## config.mk

```make
export PLATFORM = sky130hd
export DESIGN_NAME = pipe_ctrl
export DESIGN_NICKNAME = d
export VERILOG_FILES = /design/src/rtl/pipe_ctrl_pkg.sv /design/src/rtl/pipe_hazard.sv /design/src/rtl/pipe_ctrl.sv
export SDC_FILE = /design/constraint.sdc
export NUM_CORES = 1
export LEC_CHECK = 0
export BUFFER_PORTS_ARGS = -buffer_cell sky130_fd_sc_hd__buf_2
export CELL_PAD_IN_SITES_DETAIL_PLACEMENT = 1
export CELL_PAD_IN_SITES_GLOBAL_PLACEMENT = 1
export CORE_MARGIN = 5
export CORE_UTILIZATION = 23
export DETAILED_ROUTE_END_ITERATION = 8
export PLACE_DENSITY_LB_ADDON = 0.2
export SLEW_MARGIN = 20
export SYNTH_ARGS = -nofsm -noshare
export SYNTH_HDL_FRONTEND = slang
export SYNTH_SLANG_ARGS = --single-unit
export TNS_END_PERCENT = 30
```

## constraint.sdc

```tcl
create_clock -name clk -period 3.9 [get_ports clk]
set_input_delay 0 -clock clk [delete_from_list [all_inputs] [get_ports clk]]
set_output_delay 0 -clock clk [all_outputs]
set_load 0.02 [all_outputs]
```

## src/rtl/pipe_ctrl_pkg.sv

```systemverilog
// Shared definitions for the pipeline debug/hazard controller: FSM state codes
// and the stall counter width.
package pipe_ctrl_pkg;

  typedef enum logic [1:0] {
    ST_RUN  = 2'd0,
    ST_HALT = 2'd1,
    ST_STEP = 2'd2
  } state_t;

  localparam int unsigned STALL_CNT_W = 16;

endpackage

```

## src/rtl/pipe_hazard.sv

```systemverilog
// Combinational load-use and taken-branch detection for the ID/EX boundary.
module pipe_hazard (
  input  logic       id_uses_rs,
  input  logic       id_uses_rt,
  input  logic [4:0] id_rs,
  input  logic [4:0] id_rt,
  input  logic       ex_mem_ren,
  input  logic       ex_wb_wen,
  input  logic [4:0] ex_wb_addr,
  input  logic       ex_branch_taken,
  output logic       load_use,
  output logic       branch_flush
);

  logic rs_match;
  logic rt_match;

  always_comb begin
    rs_match     = id_uses_rs && (id_rs == ex_wb_addr);
    rt_match     = id_uses_rt && (id_rt == ex_wb_addr);
    load_use     = ex_mem_ren && ex_wb_wen && (ex_wb_addr != 5'd0) && (rs_match || rt_match);
    branch_flush = ex_branch_taken;
  end

endmodule

```

## src/rtl/pipe_ctrl.sv

```systemverilog
// Pipeline run/halt/step controller with breakpoints and load-use stall gating.
// Breakpoint comparators are built only when PIPE_CTRL_BP_EN is defined.
module pipe_ctrl
  import pipe_ctrl_pkg::*;
#(
  parameter int unsigned ADDR_W = 32,
  parameter int unsigned NUM_BP = 4,
  parameter int unsigned STEP_W = 8
) (
  input  logic                     clk,
  input  logic                     rst,
  input  logic                     debug_en,
  input  logic                     debug_step,
  input  logic [STEP_W-1:0]        step_count,
  input  logic [NUM_BP*ADDR_W-1:0] bp_addr,
  input  logic [NUM_BP-1:0]        bp_valid,
  input  logic [ADDR_W-1:0]        if_pc,
  input  logic [4:0]               id_rs,
  input  logic [4:0]               id_rt,
  input  logic                     id_uses_rs,
  input  logic                     id_uses_rt,
  input  logic                     ex_mem_ren,
  input  logic                     ex_wb_wen,
  input  logic [4:0]               ex_wb_addr,
  input  logic                     ex_branch_taken,
  output logic                     cpu_rst,
  output logic                     if_en,
  output logic                     id_en,
  output logic                     ex_en,
  output logic                     mem_en,
  output logic                     wb_en,
  output logic                     id_flush,
  output logic                     ex_flush,
  output logic [1:0]               dbg_state,
  output logic                     dbg_halted,
  output logic [NUM_BP-1:0]        bp_hit,
  output logic [STALL_CNT_W-1:0]   stall_cnt
);

  state_t                 state_q, state_d;
  logic [STEP_W-1:0]      cnt_q, cnt_d;
  logic [STALL_CNT_W-1:0] stall_cnt_q;
  logic                   step_prev_q;
  logic                   rst_q;
  logic                   step_edge;
  logic                   load_use;
  logic                   branch_flush;
  logic                   stall;
  logic                   active;
  logic                   stalled;
  logic [NUM_BP-1:0]      bp_match;
  logic                   bp_any;

  pipe_hazard u_hazard (
    .id_uses_rs      (id_uses_rs),
    .id_uses_rt      (id_uses_rt),
    .id_rs           (id_rs),
    .id_rt           (id_rt),
    .ex_mem_ren      (ex_mem_ren),
    .ex_wb_wen       (ex_wb_wen),
    .ex_wb_addr      (ex_wb_addr),
    .ex_branch_taken (ex_branch_taken),
    .load_use        (load_use),
    .branch_flush    (branch_flush)
  );

`ifdef PIPE_CTRL_BP_EN
  always_comb begin
    bp_match = '0;
    for (int unsigned i = 0; i < NUM_BP; i++) begin
      bp_match[i] = bp_valid[i] && (bp_addr[i*ADDR_W +: ADDR_W] == if_pc);
    end
  end
`else
  logic unused_bp;
  assign bp_match  = '0;
  assign unused_bp = ^{bp_addr, bp_valid, if_pc};
`endif

  // A taken branch flushes the dependent ID instruction, so the hazard is moot.
  assign stall     = load_use && !branch_flush;
  // The cycle right after reset never sees a step edge, even if debug_step was held.
  assign step_edge = debug_step && !step_prev_q && !rst_q;
  assign bp_hit    = (!rst && state_q == ST_RUN) ? bp_match : '0;
  assign bp_any    = |bp_hit;

  always_comb begin
    state_d  = state_q;
    cnt_d    = cnt_q;
    active   = 1'b0;
    stalled  = 1'b0;
    if_en    = 1'b0;
    id_en    = 1'b0;
    ex_en    = 1'b0;
    mem_en   = 1'b0;
    wb_en    = 1'b0;
    id_flush = 1'b0;
    ex_flush = 1'b0;

    case (state_q)
      ST_RUN: begin
        if (bp_any) begin
          state_d = ST_HALT;
        end else begin
          active = 1'b1;
          if (debug_en) state_d = ST_HALT;
        end
      end
      ST_HALT: begin
        if (!debug_en) begin
          state_d = ST_RUN;
        end else if (step_edge) begin
          state_d = ST_STEP;
          cnt_d   = (step_count == '0) ? STEP_W'(1) : step_count;
        end
      end
      ST_STEP: begin
        active = 1'b1;
        if (!debug_en) begin
          state_d = ST_RUN;
          cnt_d   = '0;
        end else if (!stall) begin
          if (cnt_q <= STEP_W'(1)) begin
            state_d = ST_HALT;
            cnt_d   = '0;
          end else begin
            cnt_d = cnt_q - STEP_W'(1);
          end
        end
      end
      default: begin
        state_d = ST_HALT;
        cnt_d   = '0;
      end
    endcase

    if (active && !rst) begin
      if_en    = !stall;
      id_en    = !stall;
      ex_en    = 1'b1;
      mem_en   = 1'b1;
      wb_en    = 1'b1;
      id_flush = branch_flush;
      ex_flush = branch_flush || stall;
      stalled  = stall;
    end
  end

  always_ff @(posedge clk) begin
    if (rst) begin
      state_q     <= debug_en ? ST_HALT : ST_RUN;
      cnt_q       <= '0;
      stall_cnt_q <= '0;
      step_prev_q <= 1'b0;
      rst_q       <= 1'b1;
    end else begin
      state_q     <= state_d;
      cnt_q       <= cnt_d;
      step_prev_q <= debug_step;
      rst_q       <= 1'b0;
      if (stalled && stall_cnt_q != '1) stall_cnt_q <= stall_cnt_q + 1'b1;
    end
  end

  assign cpu_rst    = rst;
  assign dbg_state  = state_q;
  assign dbg_halted = (state_q == ST_HALT);
  assign stall_cnt  = stall_cnt_q;

endmodule

```

# Yosys cells after proc, flatten, opt, wreduce, memory -nomap -nowiden
# Index checks and enable logic that the tools add are counted.
# Widths: inputs -> output; s select.
totals:
  reg_bits: 28
  inputBits: 196
  output_inout_bits: 31
  wordCells: 67
op_classes:
  n_addsub: 2
  magnitude_cmp: 1
  n_eq_ne: 12
  muxes: 23
  bitwise_logic: 1
  reduce_logical: 23
ops:
  columns: ["op", "n"]
  rows:
  - ["$mux 8", 6]
  - ["$pmux 8 s3", 1]
  - ["$add 16x1->16 const B", 1]
  - ["$ne 16x16->1 const B", 1]
  - ["$mux 2", 7]
  - ["$eq 5x5->1", 2]
  - ["$logic_and 1x1->1", 10]
  - ["$le 8x1->1 const B", 1]
  - ["$logic_not 8->1", 1]
  - ["$mux 1", 8]
  - ["$ne 4x4->1 const B", 2]
  - ["$reduce_and 4->1", 2]
  - ["$sub 8x1->8 const B", 1]
  - ["$ne 3x3->1 const B", 2]
  - ["$pmux 2 s3", 1]
  - ["$logic_not 1->1", 5]
  - ["$reduce_bool 5->1", 1]
  - ["$ne 4x3->1 const B", 1]
  - ["$eq 2x1->1 const B", 1]
  - ["$eq 2x2->1 const B", 1]
  - ["$logic_not 2->1", 1]
  - ["$logic_or 1x1->1", 2]
  - ["$ne 2x1->1 const B", 1]
  - ["$ne 2x2->1 const B", 1]
  - ["2 further kinds", 2]

# Depth between registers and ports, before layout
logic_depth:
  ltp_word: 9
  ltp_mapped: 8
  mapped_depth_nobuf: 7

# Modules after synthesis
# From an unflattened synthesis, not the netlist that was laid out.
hier_totals:
  hier_cells: 214
  hier_area_um2: 1780.5
modules_own_cells:
  columns: ["mod", "instances", "cells_each", "area_per_inst_um2", "seq_area_each_um2"]
  rows:
  - ["pipe_ctrl", 1, 196, 1637.8, 580.6]
  - ["pipe_hazard", 1, 18, 142.6, 0.0]

# Worst setup path before layout
# No wires, ideal clock.
synth_timing:
  path_type: "reg2reg"
  from: "register state_q[0] (netlist: dbg_state[0])"
  to: "register stall_cnt_q[15] (netlist: stall_cnt[15])"
  arrival_time_ns: 1.945
  t_required_ns: 3.779
  path_slack_ns: 1.834
  path_stages_with_launch: 8
  n_path_buf: 0
  synth_period_minus_slack_ns: 2.066
  path_cell_list: "edfxtp_1 > inv_1 > ha_1 > o21bai_1 > nor3b_1 > o2111ai_1 > nor3_1 > mux2_2"
synth_via:
  elab_chain_cells: 6
synth_lines:
  columns: ["element", "line_no", "text"]
  rows:
  - ["start, declared", "pipe_ctrl.sv:40", "state_t state_q, state_d;"]
  - ["start signal, assigned", "pipe_ctrl.sv:151", "state_q <= debug_en ? ST_HALT : ST_RUN;"]
  - ["start signal, assigned", "pipe_ctrl.sv:157", "state_q <= state_d;"]
  - ["$eq 2x2->1 / $logic_not 2->1 (equally long branches)", "pipe_ctrl.sv:100", "case (state_q)"]
  - ["$reduce_or 2->1 (no line) (*)", null, null]
  - ["$mux 1 (*)", null, null]
  - ["$logic_and 1x1->1 (*)", "pipe_ctrl.sv:137", "if (active && !rst) begin"]
  - ["$mux 1 (*)", "pipe_ctrl.sv:137", null]
  - ["$logic_and 1x1->1 (*)", "pipe_ctrl.sv:161", "if (stalled && stall_cnt_q != '1) stall_cnt_q <= stall_cnt_q + 1'b1;"]
  - ["end signal, assigned", "pipe_ctrl.sv:161", null]
  - ["end, declared", "pipe_ctrl.sv:42", "logic [STALL_CNT_W-1:0] stall_cnt_q;"]
# Mark *: on every way between the ends. The rest lies on a longest branch, timed or not.
# A chain may end at the register's enable or synchronous reset.

# Final worst setup path
# Same ends and word-level chain as after synthesis.

==> flow_metrics.py <==
metrics = {
    "floorplanning": {
        "start_util_pct": 23.25,
        "die-area_mm2": 0.01060,
        "rows": 34,
        "io_pins": 227,
        "core_mm2": 0.008551,
        "dieWidth_um": 103.0,
        "die_h_um": 103.0,
    },
    "logic_synthesis": {
        "yosys.area_share.adder_pct": 3.776,
        "synth_compound_area_share_pct": 21.65,
        "synth_xor_area_share_pct": 5.286,
        "ys.warnings.count": 0,
        "ys.flop_type": "dfxtp_1",
        "synth_top_cell_by_area": "dfxtp_1",
        "synthCells": 243,
        "synth.distinct_cells": 49,
        "async_reset_ff_share_pct": 0,
        "synth_common_cells": "dfxtp_1 (26), nand2_1 (16), a21oi_1 (15), nor2_1 (14)",
        "muxShareOfSynthArea_pct": 4.909,
        "yosysMostFrequentCell": "dfxtp_1",
        "synth-seq-cells": 28,
        "avgSynthCellArea_um2": 8.182,
        "synth_edf_count": 2,
        "netlist_top_cells_area": "dfxtp_1 (26%), xnor2_1 (5.3%), o31ai_1 (4.5%)",
        "synth.top_cell.area_share_pct": 26.18,
        "yosys.area_share.simple_pct": 28.45,
        "syn-cell-area_mm2": 0.001988,
        "synth_top_family_by_area": "simple AND/OR/NAND/NOR gates",
        "synth-seq-area-share_pct": 29.20,
    },
    "global_routing": {
        "grt_usage_pct": 11.33,
        "grt_antenna_before_repair": 0,
        "first_global_vias": 1994,
        "grt_overflow": 0,
        "grt_pass1_wl_um": 9729,
        "grt_max_degree": 44,
    },
    "worst_setup_path": {
        "start_kind": "flop",
        "crit_fanout": 9,
        "cp.arrival_ns": 2.54,
        "crit_required_ns": 4.09,
        "worst_r2r_endpoint": "stall_cnt[15]",
        "ff2ff_path_depth": 7,
        "regToRegSetupSlack_ns": 1.56,
        "crit_type": "flop to flop",
        "rr_startpoint": "dbg_state[0]",
        "end_kind": "flop",
    },
    "timing": {
        "setup_viol": 0,
        "finalWorstSetupSlack_ns": 1.556,
        "period_needed_ns": 2.344,
        "max_slew_margin_pct": 34.39,
        "hold_viol": 0,
        "max_slew.worst_pin.slew_ns": 0.9842,
        "fin_crit_sh_pct": 60.10,
        "final_max_slew_viol_count": 0,
        "grt_setup_unrepaired": "no",
        "fmax_ghz": 0.4267,
        "skew_ns": 0.006788,
        "tns_ns": 0,
    },
    "placement": {
        "port_buffers": 58,
        "pre_cts_slack_ns": 1.555,
        "hpwl_um": 4674,
        "gp_congestion": 0.7110,
    },
    "routing": {
        "highest_layer": "met4",
        "drt-initial-drc-count": 35,
        "routed_wl_um": 6080,
        "wl_met1_um": 2860,
        "wl_met3_um": 479,
        "wl_met2_um": 2669,
        "firstDrtPassIters": 4,
        "drc": 0,
        "vias": 1961,
        "drt-wirelength-per-cell_um": 15.24,
        "ant_nets": 0,
        "drt-vias-per-instance": 4.915,
    },
    "power": {
        "finalPower_mw": 1.079,
        "leakagePower_nw": 0.9563,
        "power_density_mw_per_mm2": 449.4,
        "ir_worst_vdd_mv": 0.1347,
    },
    "run_status": {
        "status": "complete, no violations",
    },
    "clocking": {
        "cts_buffers": 3,
        "cts_buffer_depth": 2,
        "clock-sinks": 28,
        "root_buffer": "clkbuf_8",
        "cts_tree": "built",
        "clkLatencyLatePin_ns": 0.29,
        "post_cts_buffers": 0,
        "path_clk_slew_ns": 0.11,
        "htree_levels": 1,
    },
    "worst_hold_path": {
        "hp-start": "step_count[7]",
        "whs_path_depth": 4,
        "min_path_type": "input pin to flop",
        "hold_end": "cnt_q[7]",
    },
    "cells_and_area": {
        "area_delta_synth_final_pct": 20.77,
        "final_nets": 494,
        "drive_gt1_share_pct": 25.09,
        "diodes": 0,
    },
    "flow_run": {
        "cap_viol_max_count": 0,
    },
}
==> cell type report <==
cell class | instances | area [um^2]
fill | 1059 | 6150
multi-input combinational | 192 | 1289
inverter | 8 | 30.03
tap | 108 | 135.1
clock buffer | 4 | 66.31
sequential | 28 | 580.6
timing repair buffer | 59 | 300.3
==> routing by layer <==
layer	up-vias	track usage [%]
met3	4	3.586
li1	977	-
met4	0	1.992
met1	920	14.86
met2	60	18.45
met5	-	0
==> power breakdown <==
part	internal (mW)	switching, mW	total (mW)
Sequential	0.321	0.0316	0.353
Clock	0.112	0.107	0.220
Combinational	0.202	0.305	0.507
Total	0.635	0.444	1.08
==> layout by cell type (no fill, tap or decap), types with 2 or more instances in the layout <==
cell type / synthesis / routed
o31ai_1: 12 / 12
nand2_1: 16 / 16
nor4_1: 2 / 2
nor2_1: 14 / 14
nor2b_1: 12 / 12
a31oi_1: 2 / 2
a2bb2oi_1: 2 / 2
conb_1: 1 / 4
ha_1: 6 / 6
o21bai_1: 2 / 2
nor3b_1: 3 / 3
or4_1: 12 / 12
o21a_1: 4 / 4
nand4_1: 5 / 5
or3_1: 2 / 2
o2bb2ai_1: 3 / 3
and2_1: 4 / 4
nor3_1: 9 / 9
clkbuf_8: 0 / 3
and3_1: 3 / 3
o22ai_1: 2 / 2
edfxtp_1: 2 / 2
xnor2_1: 12 / 12
inv_1: 8 / 8
nand3_1: 5 / 5
mux2i_1: 3 / 3
o21ai_0: 7 / 7
buf_2: 2 / 58
a21o_1: 2 / 2
mux2_2: 6 / 6
dfxtp_1: 26 / 26
nand2b_1: 7 / 7
a21oi_1: 15 / 15
o211ai_1: 2 / 2
==> sequential cells by signal, indices dropped and copies added (netlist names) <==
signal and cells:
stall_cnt 16, cnt_q 8, dbg_state 2, rst_q 1, step_prev_q 1
==> worst max-delay path by stage <==
stage / start / endpoint / slack [ns] / cells past startpoint
floorplan: dbg_state[0] / stall_cnt[15] / 1.83 / 7
global placement: dbg_state[0] / stall_cnt[15] / 1.58 / 7
detailed placement: dbg_state[0] / stall_cnt[15] / 1.55 / 7
finish: dbg_state[0] / stall_cnt[15] / 1.56 / 7
global route: dbg_state[0] / stall_cnt[15] / 1.34 / 7
CTS: dbg_state[0] / stall_cnt[15] / 1.55 / 7
==> stage by stage <==
stage	hold WS, ns	instance area, um^2	util (%)	cells
after detailed placement	0.2460	2325	27.19	394
after global placement	0.2426	2325	27.19	394
after floorplan	0.02772	1999	-	246
after CTS	0.06665	2401	28.08	399
final	0.07185	2401	28.08	399
after global routing	0.07378	2401	28.08	399
==> critical path, stage by stage, from the launching register on <==
cell and delay [ns]:
edfxtp_1 0.43, inv_1 0.11, ha_1 0.23, o21bai_1 0.17
nor3b_1 0.21, o2111ai_1 0.41, nor3_1 0.33, mux2_2 0.36
==> cell families (layout without fill, tap and decap cells) <==
family / after synthesis / after routing
other: 1 / 4
flip-flops: 28 / 28
AND/OR/NAND/NOR: 100 / 100
buffers and inverters: 26 / 71
XOR/XNOR: 12 / 12
adder cells (fa/ha/maj): 6 / 6
AO/OA/AOI/OAI: 61 / 61
multiplexers: 9 / 9
==> what timing repair did <==
item,CTS,global route
endpoints found under the hold margin,1,0
gates resized for setup,0,0
hold buffers,1,0
Note: power is estimated with default switching activity, not from simulation.
